File: src/rtl/timer_pkg.sv
// timer_pkg: shared types and defaults for the timer's input-conditioning blocks
package timer_pkg;
  typedef enum logic [1:0] {
    IDLE_LOW,
    WAIT_HIGH,
    IDLE_HIGH,
    WAIT_LOW
  } debounce_state_t;
  localparam int CLK_FREQ_HZ             = 100_000_000;
  localparam int DEBOUNCE_CYCLES_DEFAULT = 1_000_000;
  localparam int SYNC_STAGES_DEFAULT     = 2;
endpackage

File: src/rtl/sync_ff.sv
// sync_ff: plain flop chain bringing an asynchronous level into the CLK domain
module sync_ff #(
  parameter int STAGES = 2
) (
  input  logic CLK,
  input  logic RST_N,
  input  logic D,
  output logic Q
);
  logic [STAGES-1:0] q;
  always_ff @(posedge CLK or negedge RST_N)
    if (!RST_N) q <= '0;
    else q <= {q[STAGES-2:0], D};
  assign Q = q[STAGES-1];
endmodule

File: src/rtl/button_debouncer.sv
// button_debouncer: synchronizes a bouncing button and accepts a level only after it is stable
module button_debouncer
  import timer_pkg::*;
#(
  parameter int SYNC_STAGES     = SYNC_STAGES_DEFAULT,
  parameter int DEBOUNCE_CYCLES = DEBOUNCE_CYCLES_DEFAULT
) (
  input  logic CLK,
  input  logic RST_N,
  input  logic IN,
  output logic OUT
);
  localparam int CW = $clog2(DEBOUNCE_CYCLES);
  localparam logic [CW-1:0] LAST = CW'(DEBOUNCE_CYCLES - 1);
  logic s;
  logic out_nx;
  logic [CW-1:0] cnt, cnt_nx;
  debounce_state_t state, state_nx;
  sync_ff #(.STAGES(SYNC_STAGES)) u_sync (
    .CLK  (CLK),
    .RST_N(RST_N),
    .D    (IN),
    .Q    (s)
  );
  always_ff @(posedge CLK or negedge RST_N)
    if (!RST_N) begin
      state <= IDLE_LOW;
      cnt   <= '0;
      OUT   <= 1'b0;
    end else begin
      state <= state_nx;
      cnt   <= cnt_nx;
      OUT   <= out_nx;
    end
  // a reversal of s in a WAIT state drops back to the current level's IDLE with cnt cleared
  always_comb begin
    state_nx = state;
    cnt_nx   = '0;
    out_nx   = OUT;
    case (state)
      IDLE_LOW:  if (s) begin state_nx = WAIT_HIGH; cnt_nx = CW'(1); end
      WAIT_HIGH: if (!s) state_nx = IDLE_LOW;
                 else if (cnt == LAST) begin state_nx = IDLE_HIGH; out_nx = 1'b1; end
                 else cnt_nx = cnt + CW'(1);
      IDLE_HIGH: if (!s) begin state_nx = WAIT_LOW; cnt_nx = CW'(1); end
      WAIT_LOW:  if (s) state_nx = IDLE_HIGH;
                 else if (cnt == LAST) begin state_nx = IDLE_LOW; out_nx = 1'b0; end
                 else cnt_nx = cnt + CW'(1);
      default:   state_nx = IDLE_LOW;
    endcase
  end
endmodule
File: config.mk
export PLATFORM = sky130hd
export DESIGN_NAME = button_debouncer
export DESIGN_NICKNAME = d
export VERILOG_FILES = /design/src/rtl/timer_pkg.sv /design/src/rtl/sync_ff.sv /design/src/rtl/button_debouncer.sv
export SDC_FILE = /design/constraint.sdc
export NUM_CORES = 1
export LEC_CHECK = 0
export ABC_AREA = 1
export ABC_CLOCK_PERIOD_IN_PS = 1500
export BUFFER_PORTS_ARGS = -buffer_cell sky130_fd_sc_hd__buf_2
export CAP_MARGIN = 20
export CORE_MARGIN = 2
export CORE_UTILIZATION = 30
export CTS_BUF_LIST = sky130_fd_sc_hd__clkbuf_16
export DETAILED_ROUTE_END_ITERATION = 6
export GPL_TIMING_DRIVEN = 0
export PLACE_DENSITY = 0.45
export SYNTH_ARGS = -nofsm -noshare
export SYNTH_HDL_FRONTEND = slang
export SYNTH_SLANG_ARGS = --single-unit
File: constraint.sdc
create_clock -name CLK -period 1.5 [get_ports CLK]
set_input_delay 0.075 -clock CLK [delete_from_list [all_inputs] [get_ports CLK]]
set_output_delay 0.075 -clock CLK [all_outputs]
set_load 0.01 [all_outputs]
## Word level (Yosys, flattened, before mapping)

Index checks and enable logic that the tools add are counted.

- Eq/ne operators: 12
- Add/sub/neg operators: 1
- Muxes and demuxes: 18
- Reductions and logical operators: 4

Operator list:

| operator | count |
|---|---|
| case mux 20 bit (4 select lines) | 1 |
| 2-to-1 mux 20 bit | 3 |
| adder 20 x 1 -> 20 bit (second input constant) | 1 |
| == test 20 bit (second input constant) | 1 |
| 2-to-1 mux 2 bit | 6 |
| != test 2 bit (second input constant) | 4 |
| case mux 2 bit (4 select lines) | 1 |
| 2-to-1 mux 1 bit | 6 |
| AND reduction 5 bit | 1 |
| == test 2 bit (second input constant) | 2 |
| != test 2 x 1 -> 1 bit (second input constant) | 2 |
| AND reduction 4 bit | 1 |
| != test 3 x 2 -> 1 bit (second input constant) | 1 |
| != test 3 bit (second input constant) | 1 |
| == test 2 x 1 -> 1 bit (second input constant) | 1 |
| logical NOT 2 bit | 1 |
| case mux 1 bit (2 select lines) | 1 |
| nonzero test 2 bit | 1 |

- Input port bits: 3
- Bits in registers: 25

## Longest topological paths before layout

Gate-level depths: netlist (run 1).

- Word-level depth: 4
- Mapped depth: 9

## Cells and area by module

A second synthesis (run 1) with hierarchy kept.

- Cells, all modules: 196
- Area, all modules: 1392.6 um2

Modules (own cells, without submodules):

| module | area an instance (um2) | times used | cells each |
|---|---|---|---|
| button_debouncer | 1342.5 | 1 | 194 |
| sync_ff | 50.0 | 1 | 2 |

## Least setup slack after synthesis (run 1)

Ideal clock, no wire load.

- Kind: reg-to-reg
- Start point: register cnt[0]
- End point: register cnt[11]
- Stages on the path, launching flop included: 8
- Arrival: 1.326 ns
- Slack: 0.056 ns
- Buffers on the path: 1
- Clock period less this slack: 1.444 ns
- Path through: dfrtp_1 > ha_1 > nand3_2 > nor2_2 > nand3_2 > nand2_4 > buf_6 > nor2_1

- Word-level cells in the longest chain between the ends: 4

RTL lines:

| item | RTL line | text |
|---|---|---|
| start: declaration | button_debouncer.sv:17 | `logic [CW-1:0] cnt, cnt_nx;` |
| start signal: assignment | button_debouncer.sv:32 | `cnt <= cnt_nx;` |
| adder 20 x 1 -> 20 bit / == test 20 bit (equally long branches) | n/a |  |
| 2-to-1 mux 20 bit (*) | button_debouncer.sv:43, button_debouncer.sv:47 |  |
| 2-to-1 mux 20 bit (on tied branches) | button_debouncer.sv:46, button_debouncer.sv:42 |  |
| case mux 20 bit (4 select lines) (*) | button_debouncer.sv:40 | `case (state)` |
| named net cnt_nx[11] | button_debouncer.sv:17 |  |

Mark *: on every way through the listed nets, which the timed path passes. The rest lies on a longest branch.
A chain may end at the register's enable or synchronous reset.

## Worst setup path after layout (run 1)

- Start point: register cnt[10]
- End point: register cnt[9]

- Word-level cells in the longest chain between the ends: 4

RTL lines:

| item | RTL line |
|---|---|
| == test 20 bit (*) | button_debouncer.sv:43, button_debouncer.sv:47 |
| 2-to-1 mux 20 bit (*) | button_debouncer.sv:43, button_debouncer.sv:47 |
| 2-to-1 mux 20 bit (on tied branches) | button_debouncer.sv:46, button_debouncer.sv:42 |
| case mux 20 bit (4 select lines) (*) | button_debouncer.sv:40 |
| named net cnt_nx[9] | button_debouncer.sv:17 |

Marked as above.

==> reports/summary.txt, run 1 <==
outcome -> finished clean
leak pwr -> 0.7494 nW
area leader, netlist -> dfrtp_1
Yosys top cell area share -> 44.25%
layout cells sized above 1 -> 20.64%
Avg Synthesized Cell Area -> 7.251 sq um
Die ar. -> 0.005278 sq mm
fin nets -> 223
pwr/cell area -> 778.8 mW/mm^2
CP delay by family, top -> simple AND/OR/NAND/NOR gates
initial core utilization -> 31.81%
clock slew at reported path FFs -> 0.07 ns
TritonCTS Buffers -> 3
placed insts -> 250
Syn. warnings -> 0
Final ANT Viol Nets -> 0
Reg power frac -> 50.2%
final setup fails -> 0
number of global-route vias before repair -> 1226
FMAX -> 707.5 MHz
post-synthesis sequential area ratio -> 44.25%
DRT Pass-1 Iters -> 5
root buffer cell -> clkbuf_16
Comb pwr share -> 5.4%
synth top area cells -> dfrtp_1 44%, nor2_1 13%, nand2_1 13%, inv_1 6.1%, xor2_1 5.0%
crit end category -> flop
worst endpoint required time -> 1.65 ns
Worst-Margin Slew -> 0.5770 ns
Clock power frac -> 44.4%
clock sinks -> 25
P_int -> 1.075 mW
fin util -> 39.86%
Slew headroom -> 61.53%
# rows -> 24
placed cell areas -> 0.001494 sq mm
Setup TNS Final -> 0 ns
Synth Cell Area -> 0.001414 sq mm
critical path depth in cells -> 7
met1 usage -> 20.97%
FF-to-FF setup slack -> 0.09 ns
Port Buffers -> 3
Vias -> 1284
CP max stage cell -> dfrtp_1
fin crit share -> 94.23%
largest net degree at the start of global routing -> 26
met3 usage -> 2.072%
syn_nets -> 199
Startpoint Class -> flop
switching share of power -> 22.12%
Total GRT Usage -> 14.47%
Die W -> 72.65 um
Critical Path Sink -> cnt[9]$_DFF_PN0_
VDD IR-drop max -> 0.3776 mV
R2R Path End -> cnt[9]$_DFF_PN0_
fin cells -> 270
final WL -> 3483 um
Cells after Synth -> 195
mean routed wirelength per cell -> 12.90 um
Yosys reg bits -> 25
r2r startpoint -> cnt[10]$_DFF_PN0_
CP arrival -> 1.57 ns
Vias per Instance -> 4.756
CTS Buffer Depth -> 2
Die Y -> 72.65 um
antenna violations before repair -> 0
Ports -> 4
Worst Hold Class -> input port to asynchronous set/reset pin
Worst-Skew Late Latency -> 0.26 ns
pins over their slew limit -> 0
gr busiest metal -> met2
Tmin final -> 1.413 ns
DRT iter0 DRCs -> 90
R2R depth -> 7
Crit path buffers/inverters -> 1
distinct cell type count of the synthesized netlist -> 23
CTS H-Tree Depth -> 1
total core area -> 0.004444 sq mm
worst clock skew -> 0.003089 ns
global-route wire length before repair -> 5913 um
Residual DRC -> 0
critical path type -> flop to flop
Critical Path Fanout Max -> 10
final hold viol count -> 0
CP startpoint -> cnt[10]$_DFF_PN0_
Design Area, Final -> 0.001772 sq mm
GR Layer Usage met2 -> 22.73%
area delta synth->final -> 25.31%
Sw Pwr -> 305.2 uW
ANT cells -> 0
total congestion overflow -> 0
hpwl dp -> 2458 um
max incr delay on CP -> 0.43 ns
max-cap viol count -> 0
routability-driven placement congestion ratio -> 0.8124
critical path cell sequence -> nor2_1, nand3_2, nor2_4, nand3_2, nand2_4, buf_8, nor2_1
CTS tree -> built
-- cell families (layout without fill, tap and decap cells) --
| group | after synthesis | in the layout | share of synthesized area [%] |
|---|---|---|---|
| adders and majority gates | 1 | 1 | 0.8848 |
| buffers and inverters | 26 | 49 | 7.434 |
| and+or+nand+nor | 129 | 129 | 39.74 |
| xor gates and xnor gates | 9 | 9 | 5.576 |
| AOI/OAI and AO/OA | 5 | 5 | 2.124 |
| DFF | 25 | 25 | 44.25 |
-- cells in the mapped netlist, drive strengths merged --
cell / n
buf: 1
nand3: 12
o21ai: 1
a31oi: 1
nand4: 5
a21oi: 2
ha: 1
nor3b: 1
and2: 1
nor2: 55
nand2: 51
nor3: 4
a31o: 1
inv: 25
dfrtp: 25
xor2: 8
xnor2: 1
-- layout make-up --
cell class	instances	area, sq um
Clock buffer	3	75.07
Sequential cell	25	628.1
Tap cell	52	65.06
Clock inverter	1	7.507
Timing Repair Buffer	19	143.9
Inverter	25	93.84
Buffer	1	15.01
Multi-Input combinational cell	144	743.2
Fill cell	484	2673
-- power by group through the flow --
stage | logic [mW] | registers [mW] | clock network, mW
final | 0.0739 | 0.693 | 0.613
after CTS | 0.0687 | 0.692 | 0.639
after global placement | 0.0521 | 0.705 | 0
after global routing | 0.0824 | 0.693 | 0.664
after detailed placement | 0.0522 | 0.705 | 0
after floorplan | 0.0273 | 0.702 | 0
-- cell usage in the layout (no fill, tap or decap), types with 2 or more instances in the layout --
cell,count
nand3_1,9
nand2_1,48
inv_1,23
nor2_2,5
nor3_1,4
buf_2,3
nor2_1,45
xor2_1,8
dfrtp_2,2
nand2_2,2
dfrtp_1,23
nor2_4,5
inv_2,2
nand4_1,5
buf_4,13
clkbuf_16,3
nand3_2,2
a21oi_1,2
dlygate4sd3_1,2
-- per-layer routing --
metal	share of wire, %	wire (um)
met5	0	0
met4	0.60	21
met3	3.0	106
met2	47	1641
met1	49	1714
-- repair_timing --
item / in CTS / in global routing
setup buffers: 4 / 10
endpoints found under the setup margin: 23 / 20
hold buffers: 2 / 0
hold endpoints to repair: 26 / 0
pin swaps: 2 / 7
resized for setup: 5 / 13
-- registers in the layout, indices dropped and copies added (netlist names), named ones only --
register / flops
state: 1
OUT: 1
u_sync.q: 2
cnt: 20
-- metrics by stage --
stage,setup slack (ns),total power [mW],hold slack [ns]
final,0.08659,1.380,0.3419
after global routing,-0.01237,1.439,0.3715
after CTS,0.02986,1.400,0.3614
after detailed placement,-0.3164,0.7570,0.1169
after global placement,-0.3018,0.7567,0.1144
after floorplan,0.05585,0.7290,-0.2206
-- how the worst min path moves through the flow --
stage | from | end | slack (ns) | depth (start not counted)
after floorplan | RST_N | OUT$_DFFE_PN0P_ | -0.22 | 0
after CTS | u_sync.q[0]$_DFF_PN0_ | u_sync.q[1]$_DFF_PN0_ | 0.36 | 0
after detailed placement | RST_N | cnt[14]$_DFF_PN0_ | 0.12 | 1
final | RST_N | cnt[13]$_DFF_PN0_ | 0.34 | 2
after global routing | u_sync.q[0]$_DFF_PN0_ | u_sync.q[1]$_DFF_PN0_ | 0.37 | 0
after global placement | RST_N | cnt[14]$_DFF_PN0_ | 0.11 | 1
No activity file was read; power rests on OpenSTA's default activity.
==> run 2: changes to the inputs <==
- ABC_AREA: 1 -> 0
- ABC_CLOCK_PERIOD_IN_PS: 1500 -> 1350
- CAP_MARGIN: 20 -> 0
- PLACE_DENSITY: 0.45 -> 0.43
- clock period: 1.5 -> 1.35 ns (I/O delays scaled with it)
==> run 2 against run 1 <==
The flow now finishes with violations (setup timing). Global-route usage shrank 0.49 points. Critical path depth shrank 2. Power grew 8.6%. Setup slack lost 0.71 ns. Clock skew grew 0.0026 ns. Register-to-register slack lost 0.71 ns. Combinational power grew 17%. Critical path type unchanged.
==> reports/summary.txt, run 2 <==
number of global-route vias before repair -> 955 (was 1226)
fraction of registers with async set/reset -> 100.0% (unchanged)
syn_nets -> 126 (was 199)
final hold viol count -> 0 (unchanged)
global-route wire length before repair -> 4795 um (was 5913 um)
ANT cells -> 0 (unchanged)
fin crit share -> 146.5% (was 94.23%)
most frequent cells in the layout -> 25 x dfrtp_1, 12 x xor2_1, 10 x nor2_2, 9 x nand2_1, 7 x nand4_1 (was 48 x nand2_1, 45 x nor2_1, 23 x dfrtp_1, 23 x inv_1, 13 x buf_4)
Tmin final -> 1.977 ns (was 1.413 ns)
outcome -> complete, but fails checks (was finished clean)
Yosys top cell area share -> 50.45% (was 44.25%)
Slew headroom -> 60.80% (was 61.53%)
Avg Synthesized Cell Area -> 10.16 sq um (was 7.251 sq um)
hpwl dp -> 1736 um (was 2458 um)
Worst-Margin Slew -> 0.5881 ns (was 0.5770 ns)
TritonCTS Buffers -> 3 (unchanged)
Die ar. -> 0.004664 sq mm (was 0.005278 sq mm)
Residual DRC -> 0 (unchanged)
# rows -> 23 (was 24)
Multi-input gate area -> 625.6 sq um (was 743.2 sq um)
worst clock skew -> 0.005695 ns (was 0.003089 ns)
max reg flops -> 20 (unchanged)
routability-driven placement congestion ratio -> 0.7236 (was 0.8124)
worst endpoint required time -> 1.49 ns (was 1.65 ns)
Die W -> 68.29 um (was 72.65 um)
total core area -> 0.004000 sq mm (was 0.004444 sq mm)
r2r startpoint -> cnt[11]$_DFF_PN0_ (was cnt[10]$_DFF_PN0_)
CTS H-Tree Depth -> 1 (unchanged)
Final ANT Viol Nets -> 0 (unchanged)
Die Y -> 68.29 um (was 72.65 um)
largest net degree at the start of global routing -> 26 (unchanged)
clock sinks -> 25 (unchanged)
FMAX -> 505.7 MHz (was 707.5 MHz)
Post-synth top cells -> 25 x dfrtp_1, 13 x nor2_1, 12 x xor2_1 (was 50 x nor2_1, 49 x nand2_1, 25 x dfrtp_1)
Cells after Synth -> 122 (was 195)
antenna violations before repair -> 0 (unchanged)
final hold slack -> 0.3470 ns (was 0.3419 ns)
area leader, netlist -> dfrtp_1 (unchanged)
Worst-Skew Late Latency -> 0.26 ns (about the same)
total congestion overflow -> 0 (unchanged)
pins over their slew limit -> 0 (unchanged)
distinct cell type count of the synthesized netlist -> 33 (was 23)
VDD IR-drop max -> 0.3827 mV (was 0.3776 mV)
mean routed wirelength per cell -> 14.43 um (was 12.90 um)
setup ws final -> -0.6275 ns (was 0.08659 ns)
FF-to-FF setup slack -> -0.63 ns (was 0.09 ns)
crit end category -> flop (unchanged)
fill count -> 403 (was 484)
CP arrival -> 2.11 ns (was 1.57 ns)
Synth Cell Area -> 0.001240 sq mm (was 0.001414 sq mm)
Port Buffers -> 3 (unchanged)
Worst Hold Class -> input port to asynchronous set/reset pin (unchanged)
Biggest register -> cnt (unchanged)
Regs by FF count -> cnt (20), u_sync.q (2) (unchanged)
layout cells sized above 1 -> 28.99% (was 20.64%)
worst slack at placement -> -0.8668 ns (was -0.3164 ns)
CTS Buffer Depth -> 2 (unchanged)
DRT Pass-1 Iters -> 4 (was 5)
final setup fails -> 22 (was 0)
RSZ-0062 raised after global routing -> yes
most common cell after layout, fill and taps aside -> dfrtp_1 (was nand2_1)
final WL -> 2713 um (was 3483 um)
Setup TNS Final -> -13.43 ns (was 0 ns)
root buffer cell -> clkbuf_16 (unchanged)
Critical Path Fanout Max -> 4 (was 10)
Vias per Instance -> 5.037 (was 4.756)
critical path type -> flop to flop (unchanged)
Most used DFF post-synth -> dfrtp_1 (unchanged)
Startpoint Class -> flop (unchanged)
Vias -> 947 (was 1284)
initial core utilization -> 31.00% (was 31.81%)
pwr/cell area -> 966.8 mW/mm^2 (was 778.8 mW/mm^2)
CTS tree -> built (unchanged)
most frequent cell after synthesis -> dfrtp_1 (was nor2_1)
leak pwr -> 0.6223 nW (was 0.7494 nW)
register area -> 625.6 sq um (was 628.1 sq um)
Syn. warnings -> 0 (unchanged)
fin nets -> 143 (was 223)
Pwr Total -> 1.499 mW (was 1.380 mW)
synth top area cells -> dfrtp_1 50%, xor2_1 8.5%, nor2_1 3.9%, nand4_1 3.5%, a21oi_1 2.8% (was dfrtp_1 44%, nor2_1 13%, nand2_1 13%, inv_1 6.1%, xor2_1 5.0%)
Ports -> 4 (unchanged)
Total GRT Usage -> 13.98% (was 14.47%)
Yosys reg bits -> 25 (unchanged)
DRT iter0 DRCs -> 32 (was 90)
failing checks -> setup timing
max-cap viol count -> 0 (unchanged)
clock slew at reported path FFs -> 0.06 ns (was 0.07 ns)
area delta synth->final -> 25.03% (was 25.31%)
R2R depth -> 5 (was 7)
post-synthesis sequential area ratio -> 50.45% (was 44.25%)
Post-synth EDFFs -> 0 (unchanged)
[run 2: cell types whose count changed after synthesis, moves of 5 or more]
cell     before  now
nand2_1      49    9
nor2_1       50   13
inv_1        23    3
a21oi_1       2    7
[run 2: where the power goes]
| group | internal, mW | total [mW] | switching [mW] | leakage, nW |
|---|---|---|---|---|
| Combinational | 0.0354 | 0.0866 | 0.0513 | 0.240 |
| Clock | 0.396 | 0.646 | 0.250 | 0.0423 |
| Sequential | 0.759 | 0.766 | 0.00763 | 0.340 |
| Total | 1.19 | 1.50 | 0.309 | 0.622 |
[run 2: worst max-delay path, cell delays in order (launching register included)]
cell      delay (ns)
dfrtp_1         0.39
or4b_1          0.53
or4_4           0.48
buf_4           0.17
o31ai_2         0.19
nand2b_1        0.09
[run 2: worst max path at each step]
stage | from | slack (ns) | end | cells after the start
2_1_floorplan | cnt[7]$_DFF_PN0_ | -0.60 | cnt[2]$_DFF_PN0_ | 6
3_3_place_gp | cnt[7]$_DFF_PN0_ | -0.84 | cnt[9]$_DFF_PN0_ | 6
3_5_place_dp | cnt[7]$_DFF_PN0_ | -0.87 | cnt[13]$_DFF_PN0_ | 6
4_1_cts | cnt[11]$_DFF_PN0_ | -0.69 | cnt[13]$_DFF_PN0_ | 6
5_1_grt | cnt[11]$_DFF_PN0_ | -0.70 | flop | 5
6_report | cnt[11]$_DFF_PN0_ | -0.63 | flop | 5
[run 2: timing repair]
| item | in CTS | in global routing |
|---|---|---|
| hold buffers | 2 | 0 |
| setup endpoints to repair | 22 | 22 |
| buffers inserted | 4 | 3 |
| gates cloned | 1 | 0 |
| pin swaps | 9 | 3 |
| hold endpoints to repair | 26 | 0 |
| gates resized for setup | 12 | 12 |
[run 2: cell families (layout without fill, tap and decap cells)]
logic type      Yosys count  in the layout  share of synthesized area (%)
simple gates             55             55                          24.42
xor+xnor                 13             13                          9.183
compound gates           19             19                          10.80
flops                    25             25                          50.45
buf+inv                   9             25                          4.137
fa+ha+maj                 1              1                          1.009
[run 2: per-stage QoR]
stage	utilization, %	cell area (sq um)	instances
global route	38.76	1550	188
detailed placement	32.94	1318	175
global placement	32.94	1318	175
finish	38.76	1550	188
floorplan	-	1240	122
CTS	37.54	1501	186
[run 2: layout make-up]
type | count | area share (%)
Inverter | 3 | 0.7264
Sequential cell | 25 | 40.36
Multi-Input combinational cell | 88 | 40.36
Tap cell | 50 | 4.036
Clock inverter | 1 | 0.2421
Timing Repair Buffer | 13 | 7.183
Clock buffer | 3 | 4.843
Buffer | 5 | 2.260
[run 2: per-layer routing]
metal	vias up	global-route usage [%]	wire [um]
li1	467	-	-
met1	463	20.37	1386
met2	13	20.51	1229
met3	4	2.467	62
met4	0	5.250	35
met5	-	0	0
==> run 3: changes to the inputs <==
- CTS_BUF_LIST: sky130_fd_sc_hd__clkbuf_16 -> default
==> run 3 against run 2 <==
The flow still finishes with violations (setup timing). Routed wire length down 2.2%. Worst hold slack worse by 0.016 ns. Final cell count decreased by 0.53%. Highest routed layer unchanged. Die area stayed put. Combinational power rose by 0.8%.
==> reports/summary.txt, run 3 (synthesized netlist as in run 2, its figures left out) <==
uppermost routed layer -> met4 (unchanged)
RSZ-0062 raised after global routing -> yes (unchanged)
FF-to-FF setup slack -> -0.61 ns (was -0.63 ns)
outcome -> complete, but fails checks (unchanged)
Comb pwr share -> 6.8% (was 5.8%)
CP arrival -> 2.11 ns (about the same)
global-route wire length before repair -> 4692 um (was 4795 um)
total core area -> 0.004000 sq mm (unchanged)
hpwl dp -> 1736 um (unchanged)
Sw Pwr -> 289.3 uW (was 309.2 uW)
Final ANT Viol Nets -> 0 (unchanged)
most frequent cells in the layout -> 25 x dfrtp_1, 12 x xor2_1, 9 x nand2_1, 9 x nor2_2, 7 x nand4_1 (was 25 x dfrtp_1, 12 x xor2_1, 10 x nor2_2, 9 x nand2_1, 7 x nand4_1)
CP delay by family, top -> simple AND/OR/NAND/NOR gates (unchanged)
Reg power frac -> 59.2% (was 51.1%)
Crit path buffers/inverters -> 1 (unchanged)
mean routed wirelength per cell -> 14.19 um (was 14.43 um)
Ports -> 4 (unchanged)
final hold viol count -> 0 (unchanged)
layout cells sized above 1 -> 29.93% (was 28.99%)
Worst Hold Class -> input port to asynchronous set/reset pin (unchanged)
ANT cells -> 0 (unchanged)
root buffer cell -> clkbuf_8 (was clkbuf_16)
Port Buffers -> 3 (unchanged)
largest net degree at the start of global routing -> 26 (unchanged)
initial core utilization -> 31.00% (unchanged)
Worst-Margin Slew -> 0.5796 ns (was 0.5881 ns)
max-cap viol count -> 0 (unchanged)
pins over their slew limit -> 0 (unchanged)
DRT iter0 DRCs -> 34 (was 32)
# rows -> 23 (unchanged)
Die ar. -> 0.004664 sq mm (unchanged)
CP startpoint -> cnt[11]$_DFF_PN0_ (unchanged)
clock slew at reported path FFs -> 0.09 ns (was 0.06 ns)
critical path type -> flop to flop (unchanged)
most common cell after layout, fill and taps aside -> dfrtp_1 (unchanged)
Vias per Instance -> 5.059 (was 5.037)
setup ws final -> -0.6095 ns (was -0.6275 ns)
final setup fails -> 22 (unchanged)
worst endpoint required time -> 1.50 ns (was 1.49 ns)
Design Area, Final -> 0.001521 sq mm (was 0.001550 sq mm)
met2 WL post-DR -> 1220 um (was 1229 um)
TritonCTS Buffers -> 3 (unchanged)
placed cell areas -> 0.001318 sq mm (unchanged)
fin nets -> 142 (was 143)
Critical Path Fanout Max -> 4 (unchanged)
worst clock skew -> 0.007008 ns (was 0.005695 ns)
leak pwr -> 0.6014 nW (was 0.6223 nW)
Die Y -> 68.29 um (unchanged)
clock sinks -> 25 (unchanged)
Clock power frac -> 34.1% (was 43.1%)
Biggest register -> cnt (unchanged)
Met3 Wirelength -> 42 um (was 62 um)
Startpoint Class -> flop (unchanged)
Tmin final -> 1.960 ns (was 1.977 ns)
Setup TNS Final -> -12.96 ns (was -13.43 ns)
failing checks -> setup timing (unchanged)
crit end category -> flop (unchanged)
final WL -> 2653 um (was 2713 um)
DRT Pass-1 Iters -> 4 (unchanged)
CTS H-Tree Depth -> 1 (unchanged)
Vias -> 946 (was 947)
switching share of power -> 22.37% (was 20.63%)
DRT met1 WL -> 1355 um (was 1386 um)
CTS tree -> built (unchanged)
CP max stage cell -> or4b_1 (unchanged)
pwr/cell area -> 850.1 mW/mm^2 (was 966.8 mW/mm^2)
max reg flops -> 20 (unchanged)
fin crit share -> 145.2% (was 146.5%)
Total GRT Usage -> 13.68% (was 13.98%)
total congestion overflow -> 0 (unchanged)
FMAX -> 510.3 MHz (was 505.7 MHz)
critical path depth in cells -> 5 (unchanged)
routability-driven placement congestion ratio -> 0.7236 (unchanged)
area delta synth->final -> 22.70% (was 25.03%)
P_int -> 1.004 mW (was 1.190 mW)
R2R depth -> 5 (unchanged)
r2r startpoint -> cnt[11]$_DFF_PN0_ (unchanged)
antenna violations before repair -> 0 (unchanged)
Worst-Skew Late Latency -> 0.27 ns (was 0.26 ns)
Regs by FF count -> cnt (20), u_sync.q (2) (unchanged)
Die W -> 68.29 um (unchanged)
max incr delay on CP -> 0.51 ns (was 0.53 ns)
number of global-route vias before repair -> 934 (was 955)
VDD IR-drop max -> 0.3249 mV (was 0.3827 mV)
CTS Buffer Depth -> 2 (unchanged)
critical path cell sequence -> or4b_1, or4_4, buf_4, o31ai_2, nand2b_1 (unchanged)
Slew headroom -> 61.36% (was 60.80%)
Residual DRC -> 0 (unchanged)
run 3: changes by cell type in the layout (fill, tap and decap cells not counted), sizes merged:
cell / before / now
inv: 4 / 3
run 3: worst min path at each step:
| stage | endpoint | depth (start not counted) |
|---|---|---|
| 2_1_floorplan | OUT$_DFFE_PN0P_ | 0 |
| 3_3_place_gp | cnt[3]$_DFF_PN0_ | 1 |
| 3_5_place_dp | cnt[10]$_DFF_PN0_ | 1 |
| 4_1_cts | cnt[11]$_DFF_PN0_ | 2 |
| 5_1_grt | u_sync.q[1]$_DFF_PN0_ | 0 |
| 6_report | cnt[11]$_DFF_PN0_ | 2 |
run 3: metal layers:
layer | up-vias | GRT usage, %
li1 | 464 | -
met1 | 474 | 19.77
met2 | 4 | 20.51
met3 | 4 | 1.974
met4 | 0 | 5.250
met5 | - | 0
run 3: layout make-up:
cell class / count / area (sq um)
Timing Repair Buffer: 13 / 111.4
Fill cell: 410 / 2479
Multi-Input combinational cell: 88 / 634.4
Tap cell: 50 / 62.56
Clock buffer: 4 / 45.04
Sequential cell: 25 / 625.6
Buffer: 4 / 31.28
Inverter: 3 / 11.26
run 3: timing repair:
item                                   in CTS  in global routing
pin swaps                                   9                  4
resized for setup                          13                 13
buffers inserted                            4                  3
cloned                                      1                  0
setup endpoints to repair                  22                 22
endpoints found under the hold margin      26                  0
hold buffers                                2                  0
run 3: through the flow:
stage	hold WS, ns	total power [mW]	setup slack (ns)	util [%]	cells
final	0.3313	1.293	-0.6095	38.04	187
after global routing	0.3775	1.362	-0.6960	38.04	187
after CTS	0.3497	1.310	-0.6956	36.78	186
after detailed placement	0.1070	0.8421	-0.8668	32.94	175
after global placement	0.1035	0.8417	-0.8364	32.94	175
after floorplan	-0.2281	0.8121	-0.5987	-	122
run 3: power groups by stage:
stage	registers, mW	clock network (mW)	logic (mW)
after detailed placement	0.780	0	0.0619
after global routing	0.768	0.498	0.0972
final	0.765	0.441	0.0873
after global placement	0.780	0	0.0619
after CTS	0.765	0.465	0.0797
after floorplan	0.778	0	0.0338
